--- src/rtl/uart_pkg.sv ---
// Shared UART definitions: FSM state encoding, bit timing, line-control
// field encodings and the parity helper used by the transmit path.
package uart_pkg;

  // Bit-level state machine, shared by the transmitter and the receiver.
  typedef enum logic [2:0] {
    ST_IDLE   = 3'd0,
    ST_START  = 3'd1,
    ST_DATA   = 3'd2,
    ST_PARITY = 3'd3,
    ST_STOP   = 3'd4
  } uart_state_e;

  // One serial bit lasts this many baud_pulse ticks.
  localparam int TICKS_PER_BIT = 16;
  localparam logic [3:0] TICK_LAST = 4'(TICKS_PER_BIT - 1);
  // Reload for the extra half stop bit (1.5 stop bits).
  localparam logic [3:0] TICK_HALF = 4'(TICKS_PER_BIT / 2 - 1);

  // Word-length select (wls) encodings.
  localparam logic [1:0] WLS_5 = 2'b00;
  localparam logic [1:0] WLS_6 = 2'b01;
  localparam logic [1:0] WLS_7 = 2'b10;
  localparam logic [1:0] WLS_8 = 2'b11;

  // Parity mode as selected by {stick_parity, eps}.
  typedef enum logic [1:0] {
    PAR_ODD   = 2'b00,
    PAR_EVEN  = 2'b01,
    PAR_MARK  = 2'b10,
    PAR_SPACE = 2'b11
  } par_mode_e;

  // Parity bit over the active data bits only; bits above the word length are masked off.
  function automatic logic parity_bit(input logic [7:0] data,
                                      input logic [1:0] wls,
                                      input par_mode_e  mode);
    logic [7:0] mask;
    logic       x;
    mask = 8'hFF >> (2'd3 - wls);
    x    = ^(data & mask);
    case (mode)
      PAR_ODD:   parity_bit = ~x;
      PAR_EVEN:  parity_bit = x;
      PAR_MARK:  parity_bit = 1'b1;
      default:   parity_bit = 1'b0;
    endcase
  endfunction

endpackage

--- src/rtl/uart_tx_top.sv ---
// UART transmit serializer: pops a character from the holding FIFO and
// frames it as start, 5-8 data bits LSB first, optional parity and
// 1 / 1.5 / 2 stop bits, 16 baud ticks per bit.
module uart_tx_top
  import uart_pkg::*;
(
  input  logic       clk,
  input  logic       rst_n,
  input  logic       baud_pulse,
  input  logic       thr_empty,
  input  logic [7:0] din,
  input  logic [1:0] wls,
  input  logic       pen,
  input  logic       eps,
  input  logic       stick_parity,
  input  logic       stb,
  input  logic       set_break,
  output logic       tx,
  output logic       pop,
  output logic       sreg_empty
);

  uart_state_e state_q, state_d;
  logic [3:0]  tick_q, tick_d;
  logic [2:0]  bit_q, bit_d;
  logic [7:0]  sreg_q, sreg_d;
  logic        par_q, par_d;             // parity bit, computed at frame load
  logic        pen_q, pen_d;
  logic        stop_ext_q, stop_ext_d;   // frame has more than one stop bit
  logic        stop_short_q, stop_short_d; // extension is half a bit (5-bit words)
  logic        stop2_q, stop2_d;         // currently in the stop extension
  logic        tx_q, tx_d;
  logic        pop_q, pop_d;
  logic        sreg_empty_q, sreg_empty_d;
  logic        stop_done;
  logic        load_frame;

  // Next-state logic: bit timing, shifting, and frame loading.
  always_comb begin
    // NOTE: every signal gets a default first so no path leaves it unassigned (no latches).
    state_d      = state_q;
    tick_d       = tick_q;
    bit_d        = bit_q;
    sreg_d       = sreg_q;
    par_d        = par_q;
    pen_d        = pen_q;
    stop_ext_d   = stop_ext_q;
    stop_short_d = stop_short_q;
    stop2_d      = stop2_q;
    tx_d         = tx_q;
    pop_d        = 1'b0;

    stop_done  = (state_q == ST_STOP) && (tick_q == 4'd0) && (!stop_ext_q || stop2_q);
    load_frame = baud_pulse && !thr_empty && ((state_q == ST_IDLE) || stop_done);

    if (baud_pulse && (state_q != ST_IDLE)) begin
      if (tick_q != 4'd0) begin
        tick_d = tick_q - 4'd1;
      end else begin
        tick_d = TICK_LAST;
        case (state_q)
          ST_START: begin
            state_d = ST_DATA;
            tx_d    = sreg_q[0];
            sreg_d  = {1'b0, sreg_q[7:1]};
          end
          ST_DATA: begin
            if (bit_q != 3'd0) begin
              tx_d   = sreg_q[0];
              sreg_d = {1'b0, sreg_q[7:1]};
              bit_d  = bit_q - 3'd1;
            end else if (pen_q) begin
              state_d = ST_PARITY;
              tx_d    = par_q;
            end else begin
              state_d = ST_STOP;
              tx_d    = 1'b1;
              stop2_d = 1'b0;
            end
          end
          ST_PARITY: begin
            state_d = ST_STOP;
            tx_d    = 1'b1;
            stop2_d = 1'b0;
          end
          ST_STOP: begin
            if (stop_ext_q && !stop2_q) begin
              stop2_d = 1'b1;
              tick_d  = stop_short_q ? TICK_HALF : TICK_LAST;
            end else begin
              state_d = ST_IDLE;
            end
          end
          default: state_d = ST_IDLE;
        endcase
      end
    end

    // Loading from IDLE or straight out of the last stop tick (no idle gap).
    if (load_frame) begin
      state_d      = ST_START;
      tick_d       = TICK_LAST;
      bit_d        = {1'b1, wls} - 3'd4 + 3'd4; // data bits - 1 = 4 + wls
      sreg_d       = din;
      par_d        = parity_bit(din, wls, par_mode_e'({stick_parity, eps}));
      pen_d        = pen;
      stop_ext_d   = stb;
      stop_short_d = (wls == WLS_5);
      stop2_d      = 1'b0;
      tx_d         = 1'b0;
      pop_d        = 1'b1;
    end

    sreg_empty_d = (state_d == ST_IDLE);
  end

  // State and registered outputs.
  always_ff @(posedge clk or negedge rst_n) begin
    if (!rst_n) begin
      state_q      <= ST_IDLE;
      tick_q       <= '0;
      bit_q        <= '0;
      sreg_q       <= '0;
      par_q        <= 1'b0;
      pen_q        <= 1'b0;
      stop_ext_q   <= 1'b0;
      stop_short_q <= 1'b0;
      stop2_q      <= 1'b0;
      tx_q         <= 1'b1;
      pop_q        <= 1'b0;
      sreg_empty_q <= 1'b1;
    end else begin
      // NOTE: non-blocking assignments so all flops update from pre-edge values.
      state_q      <= state_d;
      tick_q       <= tick_d;
      bit_q        <= bit_d;
      sreg_q       <= sreg_d;
      par_q        <= par_d;
      pen_q        <= pen_d;
      stop_ext_q   <= stop_ext_d;
      stop_short_q <= stop_short_d;
      stop2_q      <= stop2_d;
      tx_q         <= tx_d;
      pop_q        <= pop_d;
      sreg_empty_q <= sreg_empty_d;
    end
  end

  // Break overrides the line without disturbing the FSM.
  assign tx         = tx_q & ~set_break;
  assign pop        = pop_q;
  assign sreg_empty = sreg_empty_q;

endmodule

--- config.mk ---
export PLATFORM = sky130hd
export DESIGN_NAME = uart_tx_top
export DESIGN_NICKNAME = d
export VERILOG_FILES = /design/src/rtl/uart_pkg.sv /design/src/rtl/uart_tx_top.sv
export SDC_FILE = /design/constraint.sdc
export NUM_CORES = 1
export LEC_CHECK = 0
export ABC_AREA = 1
export CAP_MARGIN = 20
export CORE_MARGIN = 2
export CORE_UTILIZATION = 35
export DETAILED_ROUTE_END_ITERATION = 8
export PLACE_DENSITY_LB_ADDON = 0.2
export SLEW_MARGIN = 10
export SYNTH_ARGS = -nofsm -noshare
export SYNTH_HDL_FRONTEND = slang
export SYNTH_SLANG_ARGS = --single-unit
--- constraint.sdc ---
create_clock -name clk -period 2.5 [get_ports clk]
set_clock_uncertainty 0.05 [all_clocks]
set_input_delay 0.375 -clock clk [delete_from_list [all_inputs] [get_ports clk]]
set_output_delay 0.375 -clock clk [all_outputs]
set_load 0.02 [all_outputs]
Yosys cells after proc, flatten, opt, wreduce, memory -nomap -nowiden --
Cells that the tools add are included.
Storage, ports and cells: flip-flop bits (word level) 26, latch bits 0, bits in writable memories 0, memory bits (read-only) 0, input port bits 19, output and inout port bits 3, logic and storage cells 101, memories 0
Cells by class: $add $sub $neg 5, multipliers 0, div/mod/pow operators 0, $lt $le $gt $ge 0, equality and inequality tests 11, shift-type cells 1, multiplexer cells 38, bitwise operators 4, reductions and logical operators 30
Operators with widths (count):
- $mux W3 | 11
- $mux W8 | 4
- $mux W4 | 6
- $pmux W8 S2 | 1
- $mux W1 | 12
- $pmux W3 S4 | 1
- $reduce_bool A4 Y1 | 3
- $ne A3 B3 Y1 const B | 3
- $pmux W1 S3 | 3
- $reduce_bool A3 Y1 | 3
- $and A8 B8 Y8 | 1
- $reduce_and A4 Y1 | 2
- $reduce_xor A8 Y1 | 1
- $shr A8 B2 Y8 const A | 1
- $eq A3 B2 Y1 const B | 2
- $logic_and A1 B1 Y1 | 6
- $logic_not A3 Y1 | 2
- $reduce_and A6 Y1 | 1
- $reduce_bool A2 Y1 | 3
- $logic_not A2 Y1 | 2
- $logic_not A4 Y1 | 1
- $sub A4 B1 Y4 const B | 1
- $add A3 B3 Y3 const B | 1
- $eq A3 B1 Y1 const B | 1
- other kinds (13) | 17

Depth between registers and ports, before layout --
depth after elaboration 8, mapped depth 12, gate-level depth less buffers 11

Worst setup path after synthesis --
OpenSTA, ideal clock, no wires.
path kind register to register, start register tick_q[0], end register sreg_q[5], data arrival time 1.610 ns, data required time 2.333 ns, path slack 0.723 ns, stages on the path, launching flop included 12, clock period less this slack 1.777 ns, path through dfrtp_1 -> inv_1 -> ha_1 -> nand3_4 -> o31ai_4 -> nand2_4 -> buf_6 -> buf_6 -> nand2_1 -> nand2_1 -> nand3_1 -> nand2_1
On the way: cells in the longest elaborated chain, start to end 7, elaborated cells between the ends (all ways) 12, those cells by class eq/ne (2); mux (1); reduce/logical (9)
Ends and longest elaborated chain:
- start: declaration | line uart_tx_top.sv:24 | logic [3:0] tick_q, tick_d;
- start signal: assignment | line uart_tx_top.sv:135 | tick_q <= tick_d;
- $logic_not A4 Y1 | line uart_tx_top.sv:53 | stop_done = (state_q == ST_STOP) && (tick_q == 4'd0) && (!stop_ext_q || stop2_q);
- $logic_and A1 B1 Y1 (2 in series) | line uart_tx_top.sv:53
- $logic_or A1 B1 Y1 | line uart_tx_top.sv:54 | load_frame = baud_pulse && !thr_empty && ((state_q == ST_IDLE) || stop_done);
- $logic_and A1 B1 Y1 | line uart_tx_top.sv:54
- $ne A3 B3 Y1 (no line) (tied with other cells)
- $reduce_and A4 Y1 (no line)
- end signal: assignment | line uart_tx_top.sv:137 | sreg_q <= sreg_d;
- end: declaration | line uart_tx_top.sv:26 | logic [7:0] sreg_q, sreg_d;
Parallel ways exist; a longest one is shown, timed or not. A chain may end at the register's enable or synchronous reset.

Worst setup path after layout --
Ends and elaborated chain as after synthesis.

==> metrics.yaml <==
yosys:
  synth_cell_types: 30
  synthSimpleGateAreaFrac_pct: 33.7
  ys_seq_area_share_pct: 41.2
  syn_avg_cell_area_sq_um: 7.59
  async_reset_ff_share_pct: 100
  syn_inst: 209
  ys_top_cells_by_count: "nand2_1 (64), nand3_1 (31), inv_1 (25)"
  yosys.area_share.xor_xnor_pct: 2.76
  yosys.cell_count.top_type: "nand2_1"
  yosys_warnings: 0
  netlist.area_leader.share_pct: 37.9
  synth-edff-count: 0
  netlist_area_sq_mm: 0.00159
  synthAdderAreaFrac_pct: 3.15
  syn_nets: 232
  synth_mux_area_share_pct: 0
  synth_compound_area_share_pct: 9.78
  synth_top_family_by_area: "simple AND/OR/NAND/NOR gates"
  synth_flop_cell: "dfrtp_1"
  yosys.area.top_type: "dfrtp_1"
  ys_top_cells_by_area: "dfrtp_1 (38%), nand2_1 (15%), nand3_1 (9.8%)"
  yosys_register_bits: 26
worst_setup_path:
  endpoint_kind: "flop"
  critPathLaunchType: "flop"
  crit_type: "flop to flop"
  rr_worst_depth: 9
  r2r-start: "tick_q[0]$_DFFE_PN0P_"
  arrival_ns: 2.20
  crit_fanout: 21
  cp.required_ns: 2.62
  r2r_end: "sreg_q[5]$_DFFE_PN0P_"
  reg2reg_slack_ns: 0.41
grt:
  grt_max_degree: 27
  grt_pass1_wl_mm: 5.40
  antenna_found_initial: 0
  grt_pass1_vias: 1234
  overflow: 0
  track_usage_pct: 13.3
pwr:
  power.density_mw_per_mm2: 931
  power.static_leakage_nw: 0.975
  ir_drop_v: 0.000264
clocking:
  clockBufferDepth: 2
  post_cts_buffers: 0
  cts_buffers: 3
  cts.hold.buffers_added: 0
  cts_tree: "yes"
  cts.clk_slew.worst_paths_ns: 0.09
  clock_latency_ns: 0.27
  htree_levels: 1
  cts_resized: 0
  clock_sinks: 26
  cts-root-buf: "clkbuf_8"
timing:
  min_period_over_period_pct: 83.4
  worstMarginPinSlew_ns: 0.366
  finalCriticalPeriod_ns: 2.09
  final-setup-viol-count: 0
  setup_tns_ns: 0
  fmax_ghz: 0.479
  slew-limit-headroom_pct: 75.6
  hold_viol: 0
  rsz0062_at_grt: "no"
  slew_viol_final: 0
  worst_slack_ns: 0.414
finish:
  nets: 257
  final.fill_count: 443
  drive_above_1_share_pct: 10.7
  multi_input_area_sq_um: 783
  area_growth_pct: 19.9
  regArea_sq_um: 653
  diodes: 0
die:
  die_h_microns: 71.3
  die-area_sq_mm: 0.00509
  die_x_microns: 71.3
  core-area_sq_mm: 0.00435
  start_util_pct: 36.4
  io_pins: 22
  fp-row-count: 24
hold_path:
  hp-class: "input pin to asynchronous set/reset pin"
placed_design:
  gp_congestion: 0.816
  dpl.hpwl_mm: 2.34
  pre_cts_ws_ns: 0.420
  portBuffers: 21
detailed_routing:
  drt-wirelength-per-cell_microns: 10.6
  ant_nets: 0
  drt_iter0_drc: 77
  routed_wl_mm: 3.02
  vias: 1356
  drc: 0
  via_per_inst: 4.76
  drtPass1Iterations: 6
flow_run:
  maxCapViolCount: 0
status:
  status: "finished, final reports clean"
[worst max path at each step]
stage / startpoint / endpoint
6_report: tick_q[0]$_DFFE_PN0P_ / sreg_q[5]$_DFFE_PN0P_
5_1_grt: tick_q[0]$_DFFE_PN0P_ / sreg_q[3]$_DFFE_PN0P_
4_1_cts: tick_q[0]$_DFFE_PN0P_ / sreg_q[5]$_DFFE_PN0P_
3_5_place_dp: baud_pulse / sreg_q[5]$_DFFE_PN0P_
3_3_place_gp: baud_pulse / sreg_q[1]$_DFFE_PN0P_
2_1_floorplan: tick_q[0]$_DFFE_PN0P_ / sreg_q[5]$_DFFE_PN0P_
[area by class of cell]
type / count / share of cell area (%)
multi-input cells: 148 / 41.2
flip-flops and latches: 26 / 34.3
repair buffers: 23 / 11.8
inverters: 32 / 6.32
well taps: 52 / 3.42
clock buffers: 4 / 2.89
[cell usage in the layout (no fill, tap or decap), types with 3 or more instances in the layout]
cell,n
a21oi_1,5
clkbuf_8,4
clkdlybuf4s50_1,21
dfrtp_1,24
ha_1,4
inv_1,25
inv_2,5
nand2_1,64
nand2_2,4
nand3_1,31
nor2_1,9
o21ai_0,6
o22ai_1,3
xor2_1,3
[report_power, final]
| part | internal, W | leakage (nW) | switching [W] | total (W) |
|---|---|---|---|---|
| clock | 0.000141 | 0.0288 | 0.000133 | 0.000274 |
| combinational | 0.000306 | 0.623 | 0.000492 | 0.000797 |
| sequential | 0.000603 | 0.324 | 0.0000970 | 0.000700 |
[cell families (layout without fill, tap and decap cells)]
kind of cell,count (synthesis),in the layout
AO/OA/AOI/OAI,23,23
XOR/XNOR,5,5
adder cells (fa/ha/maj),4,4
buffers and inverters,35,59
flip-flops,26,26
AND/OR/NAND/NOR,116,116
[metal layers]
| layer | vias up | GRT usage (%) | part of all wire [%] |
|---|---|---|---|
| met5 | - | 0 | 0 |
| met1 | 615 | 19.1 | 50 |
| met3 | 2 | 2.81 | 3.9 |
| met2 | 21 | 20.5 | 45 |
| met4 | 0 | 3.14 | 0.56 |
| li1 | 718 | - | - |
[through the flow]
step	total power (W)	cell area [sq um]	util [%]	hold slack [ns]	cells
2_1_floorplan	0.00133	1590	-	0.0294	209
3_3_place_gp	0.00151	1850	42.4	0.408	281
3_5_place_dp	0.00152	1850	42.4	0.409	281
4_1_cts	0.00179	1900	43.7	0.429	285
5_1_grt	0.00194	1900	43.7	0.444	285
6_report	0.00177	1900	43.7	0.410	285
[flip-flops by register name, indices dropped and copies added, names as in the netlist]
register and flops:
stop_short_q 1, bit_q 3, stop2_q 1, par_q 1, sreg_empty 1, pop 1, sreg_q 8, state_q 3
tx_q 1, stop_ext_q 1, tick_q 4, pen_q 1
[critical path, cell delays in order, from the launching register on]
cell	delay, ns
dfrtp_1	0.38
inv_1	0.11
ha_1	0.20
nand3_4	0.12
o31ai_4	0.34
nand2_4	0.24
nand3b_2	0.24
nand2_2	0.15
nand2_1	0.09
nand2_1	0.05
No activity file was read; power rests on OpenSTA's default activity.
